$ cat src/rtl/cpu_ctrl.sv
// Microsequencer for the 8-bit accumulator CPU: decodes state, opcode and zero into datapath
// strobes and keeps the single-driver discipline on the shared bus.
module cpu_ctrl #(
  parameter int unsigned RET_W = 16
) (
  input  logic             clk,
  input  logic             rst_n,
  input  logic             en,
  input  logic [2:0]       opcode,
  input  logic             zero,
  output logic             pc_oe,
  output logic             pc_inc,
  output logic             pc_ld,
  output logic             mar_ld,
  output logic             mem_oe,
  output logic             mem_we,
  output logic             ir_ld,
  output logic             ir_oe,
  output logic             acc_oe,
  output logic             acc_ld,
  output logic             b_ld,
  output logic             alu_oe,
  output logic             alu_sub,
  output logic             halt,
  output logic [RET_W-1:0] retired
);

  localparam logic [2:0] OpNop = 3'b000;
  localparam logic [2:0] OpLda = 3'b001;
  localparam logic [2:0] OpSta = 3'b010;
  localparam logic [2:0] OpAdd = 3'b011;
  localparam logic [2:0] OpSub = 3'b100;
  localparam logic [2:0] OpJmp = 3'b101;
  localparam logic [2:0] OpJz  = 3'b110;
  localparam logic [2:0] OpHlt = 3'b111;

  typedef enum logic [2:0] {
    StFetchA,
    StFetchB,
    StExec1,
    StExec2,
    StExec3,
    StHalt
  } state_e;

  state_e           state_q, state_d;
  logic [RET_W-1:0] retired_q, retired_d;
  logic             retire;

  always_ff @(posedge clk) begin
    if (!rst_n) begin
      state_q   <= StFetchA;
      retired_q <= '0;
    end else begin
      state_q   <= state_d;
      retired_q <= retired_d;
    end
  end

  // Everything is gated by rst_n so a reset mid-instruction issues no partial strobe.
  always_comb begin
    state_d = state_q;
    retire  = 1'b0;
    pc_oe   = 1'b0;
    pc_inc  = 1'b0;
    pc_ld   = 1'b0;
    mar_ld  = 1'b0;
    mem_oe  = 1'b0;
    mem_we  = 1'b0;
    ir_ld   = 1'b0;
    ir_oe   = 1'b0;
    acc_oe  = 1'b0;
    acc_ld  = 1'b0;
    b_ld    = 1'b0;
    alu_oe  = 1'b0;
    alu_sub = 1'b0;
    halt    = 1'b0;

    if (rst_n) begin
      if (state_q == StHalt) begin
        halt = 1'b1;
      end else if (en) begin
        case (state_q)
          StFetchA: begin
            pc_oe   = 1'b1;
            mar_ld  = 1'b1;
            state_d = StFetchB;
          end
          StFetchB: begin
            mem_oe  = 1'b1;
            ir_ld   = 1'b1;
            pc_inc  = 1'b1;
            state_d = StExec1;
          end
          StExec1: begin
            case (opcode)
              OpLda, OpSta, OpAdd, OpSub: begin
                ir_oe   = 1'b1;
                mar_ld  = 1'b1;
                state_d = StExec2;
              end
              OpJmp: begin
                ir_oe   = 1'b1;
                pc_ld   = 1'b1;
                retire  = 1'b1;
                state_d = StFetchA;
              end
              OpJz: begin
                ir_oe   = zero;
                pc_ld   = zero;
                retire  = 1'b1;
                state_d = StFetchA;
              end
              OpHlt: begin
                retire  = 1'b1;
                state_d = StHalt;
              end
              default: begin
                retire  = 1'b1;
                state_d = StFetchA;
              end
            endcase
          end
          StExec2: begin
            case (opcode)
              OpLda: begin
                mem_oe  = 1'b1;
                acc_ld  = 1'b1;
                retire  = 1'b1;
                state_d = StFetchA;
              end
              OpSta: begin
                acc_oe  = 1'b1;
                mem_we  = 1'b1;
                retire  = 1'b1;
                state_d = StFetchA;
              end
              OpAdd, OpSub: begin
                mem_oe  = 1'b1;
                b_ld    = 1'b1;
                state_d = StExec3;
              end
              default: begin
                retire  = 1'b1;
                state_d = StFetchA;
              end
            endcase
          end
          StExec3: begin
            alu_oe  = 1'b1;
            acc_ld  = 1'b1;
            alu_sub = (opcode == OpSub);
            retire  = 1'b1;
            state_d = StFetchA;
          end
          default: state_d = StFetchA;
        endcase
      end
    end

    retired_d = retire ? retired_q + RET_W'(1) : retired_q;
  end

  // OpNop is handled by the default arm of the EXEC1 decode.
  logic unused_op;
  assign unused_op = (opcode == OpNop);

  assign retired = retired_q;

endmodule

$ cat config.mk
export PLATFORM = sky130hd
export DESIGN_NAME = cpu_ctrl
export DESIGN_NICKNAME = d
export VERILOG_FILES = /design/src/rtl/cpu_ctrl.sv
export SDC_FILE = /design/constraint.sdc
export NUM_CORES = 1
export LEC_CHECK = 0
export ABC_AREA = 1
export CORE_MARGIN = 1
export CORE_UTILIZATION = 50
export DETAILED_ROUTE_END_ITERATION = 8
export PLACE_DENSITY = 0.81
export SYNTH_ARGS = -nofsm -noshare
export SYNTH_HDL_FRONTEND = slang
export SYNTH_SLANG_ARGS = --single-unit
export TNS_END_PERCENT = 5
$ cat constraint.sdc
create_clock -name clk -period 4.05 [get_ports clk]
set_clock_uncertainty 0.05 [all_clocks]
set_input_delay 0.81 -clock clk [delete_from_list [all_inputs] [get_ports clk]]
set_output_delay 0.81 -clock clk [all_outputs]
set_load 0.005 [all_outputs]
# Word level (Yosys, flattened, before mapping)

Cells that the tools add are included.

Magnitude comparators: 0
Reduce and logical (&&, ||, !) cells: 6
$add $sub $neg: 1
Div/mod/pow operators: 0
Muxes and demuxes: 62
Shifts and indexed selects: 0
Bitwise logic cells: 1
Equal/unequal tests: 12
Multipliers: 0

Operator list:

| operator              | count |
|---|---|
| $mux 1                | 53 |
| $eq 3x3->1 const B    | 6 |
| $add 16x1->16 const B | 1 |
| $eq 3x2->1 const B    | 4 |
| $pmux 3 s4            | 1 |
| $pmux 1 s2            | 5 |
| $eq 3x1->1 const B    | 2 |
| $pmux 3 s2            | 1 |
| $reduce_or 5->1       | 1 |
| $reduce_or 4->1       | 1 |
| $logic_not 3->1       | 1 |
| $mux 3                | 1 |
| $pmux 1 s3            | 1 |
| $reduce_or 3->1       | 1 |
| $reduce_and 2->1      | 1 |
| $reduce_or 2->1       | 1 |
| $not 1->1             | 1 |

Register bits after elaboration: 19
Bits in latches: 0
Bits in read-only memories: 0
Output and inout port bits: 30
Logic and storage cells: 84
RAM bits: 0
Input bits: 7
Memories kept: 0

# Depth between registers and ports, before layout

Gate-level depths: netlist of run 1.

Depth in word-level cells: 7
Depth in mapped cells: 10

# Worst setup path before layout of run 1

OpenSTA, ideal clock, no wires.

Path type: input-to-output
Start: in rst_n
End: out mem_we
Required time: 3,190 ps
Cell stages on the path: 8
Buffers on the path: 2
Arrival: 1,828 ps
Setup slack: 1,362 ps
Cell sequence: nand2_1 inv_1 nand2_1 clkinv_2 buf_6 nand3_1 nor3_1 buf_4

Word-level cells in the longest chain between the ends: 1

RTL lines:

| element     | line | text |
|---|---|---|
| from (decl) | 7    | `input logic rst_n,` |
| $mux 1      | -    |  |
| to (decl)   | 16   | `output logic mem_we,` |

Every way passes these cells.

# Final worst setup path of run 1

Start: in rst_n
End: out ir_oe

Word-level cells in the longest chain between the ends: 1

RTL lines:

| element   | line | text |
|---|---|---|
| $mux 1    | 79   | `if (rst_n) begin` |
| to (decl) | 18   | `output logic ir_oe,` |

Every way passes these cells.

==> impl_metrics.tcl, run 1 <==
set metrics [dict create \
    status "complete, no violations" \
    ff2ff_setup_slack_ps 2380 \
    cp.arrival_ps 2650 \
    slew-limit-headroom 0.760 \
    hold_violations 0 \
    antenna_cells 0 \
    rr_worst_depth 8 \
    vias_per_cell 5.39 \
    start_kind "primary input" \
    fin_tns_setup_ps 0 \
    min_from "retired[15]$_SDFFE_PN0P_" \
    placed_area_um2 1800 \
    cts-root-buf "clkbuf_4" \
    grt-ovfl-total 0 \
    synth-seq-cells 19 \
    worst_pin_slew_ps 359 \
    crit_fanout 6 \
    clock_latency_ps 300 \
    io_pins 37 \
    cts_tree "built" \
    ir_drop_mv 0.201 \
    yosys_warnings 0 \
    cts_sinks 19 \
    end_kind "output port" \
    path_class "in2out" \
    grt_setup_unrepaired "false" \
    yosysUniqueCellTypes 30 \
    drv_cap 0 \
    hp-class "reg2reg" \
    holdPathEnd "retired[15]$_SDFFE_PN0P_" \
    htree_levels 1 \
    final_max_slew_viol_count 0 \
    synth_edf_count 0 \
    synth_top_area_share 0.263 \
    hold_depth 2 \
    wl_per_cell_um 12.3 \
    layout-drive-gt1-share 0.141 \
    cts-buffers-inserted 3 \
    p_leak_nw 0.646 \
    dieArea_um2 3110 \
    layout-area-overhead-vs-synth_pct 26.2 \
    grtUsageTotal 0.234 \
    layout_min_cycle_time_ps 3510 \
    synth_area_leaders "dfxtp_1 (26%), nand2_1 (17%), nand3_1 (9.4%)" \
    antenna_found_initial 0 \
    pre_cts_slack_ps 529 \
    final_util 0.662 \
    synthCells 220 \
    ys_seq_area_frac 0.263 \
    drc 0 \
    r2r-end "retired[14]$_SDFFE_PN0P_" \
    drtPass1Iterations 5 \
    setup_viol 0 \
    fin_crit_sh 0.867 \
    avgSynthCellArea_um2 6.57 \
    drtIter0Drc 55 \
    placementRows 19 \
    p_total_uw 342 \
    design_area_um2 1820 \
    port_buffers 36 \
    synth_fp_nets 228 \
    routabilityCongestion 0.986 \
    hold_buffers 0 \
    grt_max_degree 19 \
    cts.clk_slew.worst_paths_ps 110 \
    setup_slack_ps 537 \
    grt_pass1_vias 1419 \
    vias 1546 \
    netlist_area_um2 1450 \
    nets 265 \
    synth_area_leader_cell "dfxtp_1" \
    hpwl_mm 2.60 \
    initial_core_util 0.524 \
    chipWidth_um 55.8 \
    ys.flop_type "dfxtp_1" \
    coreArea_um2 2760 \
    grt_pass1_wl_mm 5.98 \
    synthArstFlopShare 0 \
    fmax_mhz 285 \
    ctsResizeCount 0 \
    r2r_start "retired[0]$_SDFFE_PN0P_" \
    chipHeight_um 55.8 \
    worstPathRequired_ps 3190 \
    clockBufferDepth 2 \
    ant_nets 0 \
    cts_setup_buffers 0 \
    power_density_nw_per_um2 187 \
    wl_mm 3.53 \
]
worst max-delay path, stage by stage:
cell	delay (ps)
clkdlybuf4s50_1	530
nand2_1	150
inv_1	130
nand2_1	80
a211oi_1	250
o21bai_1	160
clkdlybuf4s50_1	520
kinds of logic after synthesis:
family / synth area share
buffers and inverters: 0.0978
AND/OR/NAND/NOR: 0.482
XOR/XNOR: 0.0364
AO/OA/AOI/OAI: 0.112
flip-flops: 0.263
adder cells (fa/ha/maj): 0.00866
cells in the final DEF, fill, tap and decap left out:
cell type / netlist / layout
nand2_1: 64 / 64
clkinv_2: 1 / 1
xnor2_1: 2 / 2
nor2_2: 2 / 2
nand4_1: 6 / 6
o21bai_1: 1 / 1
o21ai_0: 2 / 2
nand3_1: 27 / 27
inv_2: 5 / 5
clkinv_1: 1 / 1
nand2_2: 2 / 2
clkdlybuf4s50_1: 0 / 36
buf_4: 2 / 2
clkbuf_4: 0 / 3
nor2_4: 1 / 1
a211oi_1: 1 / 1
xor2_1: 4 / 4
nand2_8: 1 / 1
nor2_1: 22 / 22
nand2_4: 2 / 2
clkbuf_1: 0 / 1
a21oi_2: 8 / 8
dfxtp_1: 19 / 19
nand3b_1: 1 / 1
inv_1: 14 / 14
a31oi_1: 1 / 1
ha_1: 1 / 1
nand3_2: 9 / 9
nor3_1: 5 / 5
a21oi_1: 12 / 12
sequential cells by signal, indices dropped and copies added (netlist names):
| name | count |
|---|---|
| retired | 16 |
| state_q | 3 |
power by group:
group	total, mW	internal (mW)	switching (mW)	leakage [nW]
sequential	0.191	0.188	0.00277	0.153
combinational	0.0532	0.0201	0.0331	0.478
clock	0.0976	0.0384	0.0592	0.0150
routing by layer:
layer | routed length (um) | global-route usage | vias to the layer above
met5 | 0 | 0 | -
met4 | 32 | 0.0536 | 0
met3 | 167 | 0.0488 | 6
met2 | 1700 | 0.403 | 42
met1 | 1620 | 0.299 | 701
li1 | - | - | 797
how the worst max path moves through the flow:
stage | start | endpoint | slack, ps
final | rst_n | ir_oe | 540
after global routing | rst_n | ir_oe | 400
after CTS | rst_n | ir_oe | 540
after detailed placement | rst_n | ir_oe | 530
after global placement | rst_n | mem_we | 630
after floorplan | rst_n | mem_we | 1360
metrics by stage:
stage / std cells / hold WS [ps]
global route: 287 / 499
global placement: 283 / 429
floorplan: 220 / 427
detailed placement: 283 / 436
finish: 287 / 455
CTS: 287 / 453
Yosys cell counts (4+ instances only):
| library cell | n |
|---|---|
| nand4_1 | 6 |
| a21oi_1 | 12 |
| xor2_1 | 4 |
| nor2_1 | 22 |
| nand3_1 | 27 |
| inv_2 | 5 |
| nor3_1 | 5 |
| dfxtp_1 | 19 |
| inv_1 | 14 |
| nand3_2 | 9 |
| nand2_1 | 64 |
| a21oi_2 | 8 |
cell type report:
class,count,area [um^2]
sequential,19,380
clock buffer,4,26.3
fill,247,933
timing repair buffer,38,375
multi-input combinational,174,923
tap,31,38.8
inverter,21,80.1
No activity file was read; power rests on OpenSTA's default activity.
==> run 2: changes to the inputs <==
Settings changed: RECOVER_POWER set to 100.
==> run 2 against run 1 <==
Global-route usage did not move. Power fell by 0.95%. Register-to-register slack got worse by 750 ps. Largest power group unchanged. Maximum frequency fell by 3.5%. Die area did not move.
==> impl_metrics.tcl, run 2 (synthesis gave the netlist of run 1 again) <==
set metrics [dict create \
    status "complete, no violations" \
    ff2ff_setup_slack_ps 1630 \
    cpPeakStageDelay_ps 600 \
    grtUsageTotal 0.234 \
    antenna_cells 0 \
    wl_mm 3.52 \
    clock_latency_ps 310 \
    grt_max_degree 19 \
    final_common_cell "nand2_1" \
    ctsResizeCount 0 \
    critPathTopFamily "buffers and inverters" \
    chipWidth_um 55.8 \
    chipHeight_um 55.8 \
    pre_cts_slack_ps 529 \
    layout_common_cells "nand2_1 (67), dlygate4sd3_1 (30), nand3_1 (27), nor2_1 (23)" \
    power_density_nw_per_um2 192 \
    cts_sinks 19 \
    multi_input_area_um2 863 \
    cts_setup_buffers 0 \
    fin_tns_setup_ps 0 \
    switching_share 0.281 \
    worst_hold_slack_ps 450 \
    drtPass1Iterations 4 \
    hpwl_mm 2.60 \
    dieArea_um2 3110 \
    placementRows 19 \
    initial_core_util 0.524 \
    p_leak_nw 0.724 \
    drtIter0Drc 53 \
    vias_per_cell 5.43 \
    p_total_uw 339 \
    cts.clk_slew.worst_paths_ps 120 \
    vias 1557 \
    ir_drop_mv 0.203 \
    largest_reg_flops 16 \
    crit_fanout 6 \
    p_comb_frac 0.140 \
    grt_setup_unrepaired "false" \
    placed_area_um2 1800 \
    crit_chain "dlygate4sd3_1 -> nand2_1 -> inv_1 -> nand2_1 -> a211oi_1 -> o21bai_1 -> dlygate4sd3_1" \
    layout-drive-gt1-share 0.0938 \
    layout_min_cycle_time_ps 3640 \
    slew-limit-headroom 0.432 \
    antenna_found_initial 0 \
    crit_path_end "ir_oe" \
    cp.arrival_ps 2780 \
    cts-buffers-inserted 3 \
    layout.cells.non_filler 287 \
    wl_per_cell_um 12.3 \
    power_frac_seq 0.564 \
    hp-class "reg2reg" \
    setup_viol 0 \
    io_pins 37 \
    r2r_start "state_q[2]$_SDFFE_PN0P_" \
    cts_tree "built" \
    drv_cap 0 \
    cts-root-buf "clkbuf_4" \
    grt-ovfl-total 0 \
    final_max_slew_viol_count 0 \
    cp.depth 7 \
    routabilityCongestion 0.986 \
    ant_nets 0 \
    design_area_um2 1760 \
    final_util 0.638 \
    hold_violations 0 \
    worst_pin_slew_ps 852 \
    setup_slack_ps 410 \
    nets 265 \
    port_buffers 36 \
    path_class "in2out" \
    p_sw_uw 95.0 \
    coreArea_um2 2760 \
    r2r-end "retired[6]$_SDFFE_PN0P_" \
    fmax_mhz 275 \
    internal_power_uw 244 \
    dp_cells 283 \
    grt_pass1_wl_mm 5.98 \
    hold_depth 2 \
    worstPathRequired_ps 3190 \
    hold_buffers 0 \
    htree_levels 1 \
    end_kind "output port" \
    start_kind "primary input" \
    cp_slowest_cell "dlygate4sd3_1" \
    layout-area-overhead-vs-synth_pct 21.8 \
    grt_pass1_vias 1419 \
    fill_cells 266 \
    drc 0 \
    startpoint "rst_n" \
    clockBufferDepth 2 \
    fin_crit_sh 0.899 \
    rr_worst_depth 8 \
    seqCellArea_um2 380 \
    critPathBufInv 3 \
    pwr-share-clk 0.295 \
]
==> run 2: cell types whose count changed in the layout (fill, tap and decap cells not counted) <==
cell / previous run / this run
nand2_2: 2 / 1
dlygate4sd3_1: 0 / 30
nor2_4: 1 / 0
a21oi_1: 12 / 19
clkdlybuf4s50_1: 36 / 6
nand2_1: 64 / 67
buf_4: 2 / 1
nand2_8: 1 / 0
clkbuf_1: 1 / 2
nor2_1: 22 / 23
nand2_4: 2 / 1
a21oi_2: 8 / 1
==> run 2: layout make-up <==
cell class,count,share of cell area
multi-input combinational,174,0.490
tap,31,0.0220
clock buffer,4,0.0149
inverter,21,0.0455
sequential,19,0.216
timing repair buffer,38,0.211
==> run 2: how the worst min path moves through the flow <==
stage                        startpoint                       end  slack [ps]
4_1_cts        retired[15]$_SDFFE_PN0P_  retired[15]$_SDFFE_PN0P_         450
3_3_place_gp   retired[15]$_SDFFE_PN0P_  retired[15]$_SDFFE_PN0P_         430
2_1_floorplan  retired[15]$_SDFFE_PN0P_  retired[15]$_SDFFE_PN0P_         430
5_1_grt        retired[14]$_SDFFE_PN0P_  retired[14]$_SDFFE_PN0P_         500
3_5_place_dp   retired[15]$_SDFFE_PN0P_  retired[15]$_SDFFE_PN0P_         440
6_report       retired[15]$_SDFFE_PN0P_  retired[15]$_SDFFE_PN0P_         450
==> run 2: power by group through the flow <==
stage / combinational (mW) / clock, mW / sequential, mW
final: 0.0475 / 0.100 / 0.191
after global routing: 0.0514 / 0.107 / 0.192
after CTS: 0.0531 / 0.101 / 0.191
after detailed placement: 0.0528 / 0 / 0.195
after global placement: 0.0530 / 0 / 0.195
after floorplan: 0.0358 / 0 / 0.195
==> run 2: worst register-to-register path, stage by stage (launching register included) <==
cell,delay [ps]
dfxtp_1,390
inv_2,90
nand2_1,100
nor2_2,220
nand2_4,70
nand2_1,540
nand2_1,560
nand2_1,190
a21oi_1,80
==> run 2: metal layers <==
metal | routed length [um] | track usage | part of all wire | up-vias
met5 | 0 | 0 | 0 | -
met4 | 28 | 0.0536 | 0.0080 | 0
met3 | 216 | 0.0488 | 0.061 | 4
met2 | 1690 | 0.403 | 0.48 | 54
met1 | 1580 | 0.299 | 0.45 | 704
li1 | - | - | - | 795
